$ cat config.mk
export PLATFORM = sky130hd
export DESIGN_NAME = lsu_mem_ctrl
export DESIGN_NICKNAME = d
export VERILOG_FILES = /design/src/rtl/lsu_mem_ctrl.sv
export SDC_FILE = /design/constraint.sdc
export NUM_CORES = 1
export LEC_CHECK = 0
export CAP_MARGIN = 5
export CORE_MARGIN = 3
export CORE_UTILIZATION = 40
export CTS_BUF_LIST = sky130_fd_sc_hd__clkbuf_4
export DETAILED_ROUTE_END_ITERATION = 10
export GPL_ROUTABILITY_DRIVEN = 0
export HOLD_SLACK_MARGIN = 0.05
export PLACE_DENSITY_LB_ADDON = 0.2
export SYNTH_ARGS = -nofsm -noshare
export SYNTH_HDL_FRONTEND = slang
export SYNTH_SLANG_ARGS = --single-unit
$ cat constraint.sdc
create_clock -name clk -period 2.92 [get_ports clk]
set_input_delay 0.584 -clock clk [delete_from_list [all_inputs] [get_ports clk]]
set_output_delay 0.584 -clock clk [all_outputs]
set_load 0.03 [all_outputs]
$ cat src/rtl/lsu_mem_ctrl.sv
// -----------------------------------------------------------------------------
// lsu_mem_ctrl -- MEM-stage load/store unit.
//
// Takes the flopped EX->MEM memory controls, runs one request/grant/rvalid
// transaction on the data bus (DMEM or the memory-mapped GEMM accelerator),
// stalls IF..MEM while the access is in flight and returns the aligned,
// sign/zero-extended load result to writeback.
//
// Optional feature: define LSU_MISALIGN_TRAP_EN to trap misaligned halfword
// and word accesses instead of silently aligning them down.
//
// Ports
//   clk, reset        clock, synchronous active-high reset
//   mem_read_i        load in MEM stage
//   mem_write_i       store in MEM stage (wins over mem_read_i)
//   func3_i           RV32I access size / sign encoding
//   addr_i, wdata_i   effective address, store data (rs2)
//   flush_i           kill the instruction currently in MEM
//   bus_req_o ..      bus request channel: req, we, word address, lane-
//   bus_be_o          replicated write data, byte enables
//   bus_gnt_i         request accepted
//   bus_rvalid_i      read data valid, with bus_rdata_i
//   stall_o           freeze IF..MEM
//   load_data_o       extended load result, held until the next load
//   load_valid_o      one-cycle pulse when load_data_o is updated
//   misalign_o        one-cycle misaligned-access pulse (trap build only)
//   misalign_addr_o   faulting address while misalign_o is high
// -----------------------------------------------------------------------------
module lsu_mem_ctrl #(
  parameter int ADDR_W = 32,
  parameter int DATA_W = 32
) (
  input  logic              clk,
  input  logic              reset,
  input  logic              mem_read_i,
  input  logic              mem_write_i,
  input  logic [2:0]        func3_i,
  input  logic [ADDR_W-1:0] addr_i,
  input  logic [DATA_W-1:0] wdata_i,
  input  logic              flush_i,
  output logic              bus_req_o,
  output logic              bus_we_o,
  output logic [ADDR_W-1:0] bus_addr_o,
  output logic [DATA_W-1:0] bus_wdata_o,
  output logic [3:0]        bus_be_o,
  input  logic              bus_gnt_i,
  input  logic              bus_rvalid_i,
  input  logic [DATA_W-1:0] bus_rdata_i,
  output logic              stall_o,
  output logic [DATA_W-1:0] load_data_o,
  output logic              load_valid_o,
  output logic              misalign_o,
  output logic [ADDR_W-1:0] misalign_addr_o
);

  localparam logic [1:0] S_IDLE   = 2'd0;
  localparam logic [1:0] S_REQ    = 2'd1;
  localparam logic [1:0] S_WAIT_R = 2'd2;
  localparam logic [1:0] S_DONE   = 2'd3;

  localparam logic [1:0] SZ_B = 2'd0;
  localparam logic [1:0] SZ_H = 2'd1;
  localparam logic [1:0] SZ_W = 2'd2;

  // Stores only know SB/SH/SW; loads additionally have LBU/LHU in func3[2].
  // Every unlisted encoding behaves as a word access.
  function automatic logic [1:0] access_size(input logic we, input logic [2:0] f3);
    logic [1:0] sz;
    sz = SZ_W;
    if (we) begin
      if (f3 == 3'b000)      sz = SZ_B;
      else if (f3 == 3'b001) sz = SZ_H;
    end else begin
      if (f3[1:0] == 2'b00)      sz = SZ_B;
      else if (f3[1:0] == 2'b01) sz = SZ_H;
    end
    return sz;
  endfunction

  // Byte lane of the access; halfwords drop addr[0], words drop addr[1:0].
  function automatic logic [1:0] lane_offset(input logic [1:0] sz, input logic [1:0] a);
    logic [1:0] off;
    case (sz)
      SZ_B:    off = a;
      SZ_H:    off = {a[1], 1'b0};
      default: off = 2'b00;
    endcase
    return off;
  endfunction

  logic [1:0]        state_q, state_d;
  logic              we_q, we_d;
  logic [ADDR_W-1:0] addr_q, addr_d;
  logic [3:0]        be_q, be_d;
  logic [DATA_W-1:0] wdata_q, wdata_d;
  logic [2:0]        func3_q, func3_d;
  logic              kill_q, kill_d;      // load flushed after grant: drop its data
  logic              mis_q, mis_d;        // current access trapped as misaligned
  logic [DATA_W-1:0] load_data_q, load_data_d;

  // ---------------------------------------------------------------------------
  // Incoming request decode (used only when latching in IDLE)
  // ---------------------------------------------------------------------------
  logic              access;
  logic [1:0]        size_in;
  logic [1:0]        off_in;
  logic [3:0]        be_in;
  logic [DATA_W-1:0] wdata_in;
  logic              misalign_in;

  assign access  = mem_read_i | mem_write_i;
  assign size_in = access_size(mem_write_i, func3_i);
  assign off_in  = lane_offset(size_in, addr_i[1:0]);

  // NOTE: every variable written in an always_comb gets a default first, so no
  // path can leave it unassigned and infer a latch.
  always_comb begin
    be_in    = 4'b1111;
    wdata_in = wdata_i;
    case (size_in)
      SZ_B: begin
        be_in    = 4'b0001 << off_in;
        wdata_in = {4{wdata_i[7:0]}};
      end
      SZ_H: begin
        be_in    = 4'b0011 << off_in;
        wdata_in = {2{wdata_i[15:0]}};
      end
      default: ;
    endcase
  end

`ifdef LSU_MISALIGN_TRAP_EN
  assign misalign_in = ((size_in == SZ_H) && addr_i[0]) ||
                       ((size_in == SZ_W) && (addr_i[1:0] != 2'b00));
`else
  assign misalign_in = 1'b0;
`endif

  // ---------------------------------------------------------------------------
  // Load data alignment and extension, from the latched request
  // ---------------------------------------------------------------------------
  logic [1:0]        size_q;
  logic [1:0]        off_q;
  logic              sign_q;
  logic [DATA_W-1:0] rdata_sh;
  logic [DATA_W-1:0] rdata_ext;

  assign size_q   = access_size(we_q, func3_q);
  assign off_q    = lane_offset(size_q, addr_q[1:0]);
  assign sign_q   = ~func3_q[2];
  assign rdata_sh = bus_rdata_i >> {off_q, 3'b000};

  always_comb begin
    rdata_ext = rdata_sh;
    case (size_q)
      SZ_B:    rdata_ext = {{24{sign_q & rdata_sh[7]}}, rdata_sh[7:0]};
      SZ_H:    rdata_ext = {{16{sign_q & rdata_sh[15]}}, rdata_sh[15:0]};
      default: ;
    endcase
  end

  // ---------------------------------------------------------------------------
  // Transaction FSM
  // ---------------------------------------------------------------------------
  always_comb begin
    state_d     = state_q;
    we_d        = we_q;
    addr_d      = addr_q;
    be_d        = be_q;
    wdata_d     = wdata_q;
    func3_d     = func3_q;
    kill_d      = kill_q;
    mis_d       = mis_q;
    load_data_d = load_data_q;

    case (state_q)
      S_IDLE: begin
        if (access && !flush_i) begin
          we_d    = mem_write_i;
          addr_d  = addr_i;
          be_d    = be_in;
          wdata_d = wdata_in;
          func3_d = func3_i;
          kill_d  = 1'b0;
          mis_d   = misalign_in;
          // A trapped access never touches the bus.
          state_d = misalign_in ? S_DONE : S_REQ;
        end
      end

      S_REQ: begin
        if (bus_gnt_i) begin
          // Once granted the bus cannot be aborted; a flush only discards data.
          kill_d = flush_i;
          if (we_q) begin
            state_d = S_DONE;
          end else if (bus_rvalid_i) begin
            if (!flush_i) load_data_d = rdata_ext;
            state_d = S_DONE;
          end else begin
            state_d = S_WAIT_R;
          end
        end else if (flush_i) begin
          state_d = S_IDLE;
        end
      end

      S_WAIT_R: begin
        if (flush_i) kill_d = 1'b1;
        if (bus_rvalid_i) begin
          if (!(kill_q || flush_i)) load_data_d = rdata_ext;
          state_d = S_DONE;
        end
      end

      // The pipeline advances at the end of DONE, so IDLE sees the next
      // instruction and the same access is never replayed.
      default: state_d = S_IDLE;
    endcase
  end

  // NOTE: sequential state uses non-blocking assignments only, so every flop
  // samples the pre-edge values regardless of statement order.
  // NOTE: all state is reset here (there is no memory array), which also zeroes
  // every registered output and drops bus_req_o on the edge after reset.
  always_ff @(posedge clk) begin
    if (reset) begin
      state_q     <= S_IDLE;
      we_q        <= 1'b0;
      addr_q      <= '0;
      be_q        <= '0;
      wdata_q     <= '0;
      func3_q     <= '0;
      kill_q      <= 1'b0;
      mis_q       <= 1'b0;
      load_data_q <= '0;
    end else begin
      state_q     <= state_d;
      we_q        <= we_d;
      addr_q      <= addr_d;
      be_q        <= be_d;
      wdata_q     <= wdata_d;
      func3_q     <= func3_d;
      kill_q      <= kill_d;
      mis_q       <= mis_d;
      load_data_q <= load_data_d;
    end
  end

  // ---------------------------------------------------------------------------
  // Outputs
  // ---------------------------------------------------------------------------
  assign bus_req_o   = (state_q == S_REQ);
  assign bus_we_o    = we_q;
  assign bus_addr_o  = {addr_q[ADDR_W-1:2], 2'b00};
  assign bus_wdata_o = wdata_q;
  assign bus_be_o    = be_q;

  // IDLE stalls combinationally the cycle the access shows up; DONE releases.
  always_comb begin
    stall_o = 1'b0;
    case (state_q)
      S_IDLE:   stall_o = access & ~flush_i;
      S_REQ:    stall_o = 1'b1;
      S_WAIT_R: stall_o = 1'b1;
      default:  stall_o = 1'b0;
    endcase
    if (reset) stall_o = 1'b0;
  end

  assign load_data_o  = load_data_q;
  assign load_valid_o = (state_q == S_DONE) & ~we_q & ~kill_q & ~mis_q;

`ifdef LSU_MISALIGN_TRAP_EN
  assign misalign_o      = (state_q == S_DONE) & mis_q;
  assign misalign_addr_o = misalign_o ? addr_q : '0;
`else
  assign misalign_o      = 1'b0;
  assign misalign_addr_o = '0;
`endif

endmodule
; ---- After elaboration in Yosys (flattened, before gate mapping)
; Index checks and enable logic that the tools add are counted.
[op_classes]
add_sub_neg = 0
mul = 0
div_mod_pow = 0
magnitude_cmp = 0
eq_ne = 18
n_shift = 3
mux = 35
bitwise_logic = 10
n_reduce_logical = 17
[op_table]
columns = cell, n
row1 = $mux 32, 6
row2 = $pmux 32 s2, 3
row3 = $shr 32x5->32, 1
row4 = $mux 2, 14
row5 = $ne 2x2->1 const B, 6
row6 = $eq 2x1->1 const B, 5
row7 = $logic_not 2->1, 5
row8 = $pmux 2 s2, 2
row9 = $pmux 4 s2, 1
row10 = $reduce_and 7->1, 1
row11 = $eq 3x1->1 const B, 2
row12 = $logic_not 3->1, 2
row13 = $mux 1, 6
row14 = $pmux 2 s3, 1
row15 = $and 1x1->1, 5
row16 = $eq 2x2->1 const B, 2
row17 = $ne 2x1->1 const B, 2
row18 = $not 1->1, 4
row19 = $reduce_and 4->1, 1
row20 = $shl 1x2->4 const A, 1
row21 = $shl 2x2->4 const A, 1
row22 = $ne 3x2->1 const B, 1
row23 = $pmux 1 s3, 1
row24 = $reduce_and 3->1, 1
row25 = 9 further kinds, 9
[word_totals]
ff_bits = 107
latchBits = 0
mem_bits_rw = 0
romBits = 0
in_bits = 106
out_inout_bits = 137
elab_cells = 91
mem_count = 0

; ---- Logic depth before layout (Yosys ltp)
; Gate-level depths: netlist (run 1).
[logic_depth]
depth_word = 14
depth_mapped = 10
depth_no_buf = 7

; ---- Worst setup path after synthesis (run 1)
; No wires, ideal clock.
[synth_timing]
kind = input to output
from = input port flush_i
to = output port stall_o
arrival_ns = 2.164
t_required_ns = 2.336
path_slack_ns = 0.172
stages = 6
n_path_buf = 2
cell_sequence = o21bai_1 -> nor2_1 -> clkbuf_1 -> clkbuf_1 -> nor2_1 -> nor3_1
[synth_between]
elab_chain_len = 4
[synth_lines]
columns = element, line_no
row1 = start: declaration, 40  ; input logic flush_i,
row2 = $not 1->1, 264  ; S_IDLE: stall_o = access & ~flush_i;
row3 = $and 1x1->1, 264
row4 = $pmux 1 s2, 263  ; case (state_q)
row5 = $mux 1, 269  ; if (reset) stall_o = 1'b0;
row6 = end: declaration, 49  ; output logic stall_o,
; No other way between the ends.

; ---- Worst setup path after layout (run 1)
[layout_timing]
from = register state_q[1]
to = output port load_valid_o
[layout_between]
elab_chain_len = 3
[layout_lines]
columns = element, line_no
row1 = start: declaration, 91  ; logic [1:0] state_q, state_d;
row2 = start signal: assignment, 239  ; state_q <= state_d;
row3 = $eq 2x2->1, 273  ; assign load_valid_o = (state_q == S_DONE) & ~we_q & ~kill_q & ~mis_q;
row4 = $and 1x1->1 (2 in series), 273
row5 = end: declaration, 51  ; output logic load_valid_o,
; No other way between the ends.

==> metrics.cfg, run 1 <==
[outcome]
outcome=finished, final reports clean

[synth]
synth_xor_area_share_pct=0
synth_top_area_cell=dfxtp_1
synthMuxAreaShare_pct=4.95
synth_compound_gate_area_share_pct=21.3
synthTopCellsByArea=dfxtp_1 (41%), nand2_1 (11%), buf_4 (9.4%)
ys_seq_elements=107
yosysUniqueCellTypes=40
synthSimpleGateAreaFrac_pct=17.6
avgSynthCellArea_um2=7.98
synth_top_family_by_area=compound AO/OA/AOI/OAI gates
synth_top_area_share_pct=40.8
ys_seq_area_share_pct=40.8
synth_adder_area_share_pct=1.19
syn_inst=658
yosys_warnings=0
synth_area_mm2=0.00525

[timing]
period_needed_ps=2730
hold_viol_final=0
finalSetupViolations=0
worst_slew_pin_slew_ps=596
hold_slack_ps=465
worst_slack_ps=186
rsz0062_at_grt=no
timing.final.crit_share_pct=93.6
slew_headroom_pct=60.2
setup_tns_ps=0
slew_viol_final=0
finClkSkew_ps=9.24
max_freq_ghz=0.366

[drt]
first_pass_iters=5
remaining_drc_errors=0
drt_iter0_drc=290
wl_um=15300
wl_per_cell_um=15.6
vias=5001
ant_nets=0
viasPerCell=5.08

[cts]
htreeDepth=3
clkSlewWorstSetupHoldPaths_ps=160
cts_tree=built
cts_root_buffer=clkbuf_4
post_cts_resized=0
post-cts-setup-buffers=0
cts_sinks=107
numCtsBuffers=9
ctsHoldBuffers=0
worstSkewPairLatency_ps=470
clk_path_buf_depth=2

[setup_path]
required_ps=2340
crit_path_max_fanout=6
cp.arrival_ps=2150
reg2reg_slack_ps=510
cp-end-kind=primary output
crit_path_start_kind=flop
reg2reg_depth=7
worstSetupPathType=reg2out

[run]
max_cap_viol_count=0

[die]
placementRows=41
die_x_um=121
start_util_pct=41.3
dieHeight_um=121
ios=243
fp.coreArea_mm2=0.0127
dieArea_mm2=0.0145

[layout]
diodes=0
nets=918
drive_gt1_share_pct=4.56
fin_cells=984
area_growth_pct=37.7

[worst_hold_path]
hold_path_class=reg2reg
min_path_cells=2

[power_and_ir_drop]
p_leak_nw=2.59
ir_drop_mv=0.288
powerDensity_mw_per_mm2=594
finalPower_w=0.00429

[placed_design]
place_hpwl_um=11300
portBuffers=207
pre_cts_slack_ps=199
dp_cells=968

[global_route]
grt.overflow.total=0
antenna_found_initial=0
grt_pass1_wl_um=24200
grt_use_total_pct=20.6
first_global_vias=4794
grt_max_degree=93

[cell usage in the layout, fill, tap and decap left out, types with 2 or more instances in the layout]
cell type        netlist  layout
a211oi_1              38      38
a211oi_2               2       2
a21o_1                 2       2
a21oi_1               66      65
a22oi_1                8       8
a311oi_1               3       3
a31oi_1               10      10
buf_4                 66      13
bufinv_16              0       2
clkbuf_4               0      10
clkdlybuf4s50_1        0     205
clkinv_1               1       3
conb_1                 1      35
dfxtp_1              107     107
ha_1                   5       5
inv_1                  6       6
mux2i_1               26      26
nand2_1              152     152
nand2b_1               3       3
nand3_1                2       2
nand3b_1               2       2
nor2_1                52      51
nor2b_1                6       6
nor3_1                10      10
o211ai_1              11      11
o21ai_0                5       5
o221ai_1               8       8
o2bb2ai_1              7       7
[cell usage after synthesis, drive strengths merged]
library cell and n:
a2111oi 1, a211oi 40, a21o 2, a21oi 66, a221o 1, a221oi 1
a222oi 1, a22oi 8, a311oi 3, a31oi 11, buf 76, clkbuf 39
clkinv 1, conb 1, dfxtp 107, ha 5, inv 6, mux2i 26
nand2 152, nand2b 3, nand3 2, nand3b 2, nor2 52, nor2b 7
nor3 10, nor3b 1, o211ai 11, o21ai 6, o21bai 1, o221ai 8
o2bb2ai 7, or2 1
[critical path, stage by stage (launching register included)]
cell and delay [ps]:
dfxtp_1 480, ha_1 190, nor3b_1 270, clkdlybuf4s50_1 740
[metrics by stage]
step                cell area (um2)  util [%]
global route                   7230      56.9
finish                         7230      56.9
floorplan                      5380         -
CTS                            7230      56.9
detailed placement             7080      55.6
global placement               7080      55.6
[cell families (layout without fill, tap and decap cells)]
| logic type | Yosys count | after routing |
|---|---|---|
| AO/OA/AOI/OAI | 167 | 167 |
| adder cells (fa/ha/maj) | 5 | 5 |
| buffers and inverters | 122 | 242 |
| flip-flops | 107 | 107 |
| multiplexers | 26 | 26 |
| other | 1 | 35 |
| AND/OR/NAND/NOR | 230 | 230 |
[path summary, 6_finish.rpt]
kind / endpoint / from
worst min-delay path: bus_wdata_o[0] / bus_wdata_o[0]
worst max-delay path: load_valid_o / state_q[1]
worst max register to register: load_data_o[21] / state_q[0]
worst min register to register: bus_wdata_o[0] / bus_wdata_o[0]
[state kept, by name, summed over array words and instances (netlist names)]
name / count
addr_q: 32
bus_be_o: 4
bus_wdata_o: 32
bus_we_o: 1
func3_q: 3
kill_q: 1
load_data_o: 32
state_q: 2
[where the power goes]
group          switching, W  internal (W)  total, W  leakage (nW)
registers          0.000116       0.00165   0.00177         0.876
logic               0.00101      0.000680   0.00169          1.64
clock network      0.000490      0.000351  0.000841        0.0815
total               0.00161       0.00268   0.00429          2.59
[layout make-up]
| type | count | area (um2) |
|---|---|---|
| Fill cell | 1221 | 5490 |
| Multi-Input combinational cell | 463 | 2530 |
| Timing Repair Buffer | 219 | 2170 |
| Sequential cell | 107 | 2140 |
| Tap cell | 172 | 215 |
| Clock inverter | 6 | 80.1 |
| Clock buffer | 10 | 75.1 |
| Inverter | 7 | 26.3 |
[layer usage]
layer / global-route usage [%] / up-vias / share of wire (%) / routed length, um
li1: - / 2459 / - / -
met4: 8.50 / 0 / 1.9 / 285
met1: 24.0 / 2321 / 41 / 6310
met3: 6.78 / 23 / 8.8 / 1350
met2: 34.8 / 198 / 48 / 7370
met5: 0 / - / 0 / 0
Power figures use the tool's default switching activity.
==> inputs of run 2 (changes only) <==
- HOLD_SLACK_MARGIN: 0.05 -> 0.1
==> results of run 2 <==
Same layout as run 1: the final DEF is identical, and so are final timing and power.
==> inputs of run 3 (changes only) <==
- GPL_TIMING_DRIVEN: not set -> 1
==> results of run 3 <==
Same layout as run 1: the final DEF is identical, and so are final timing and power.
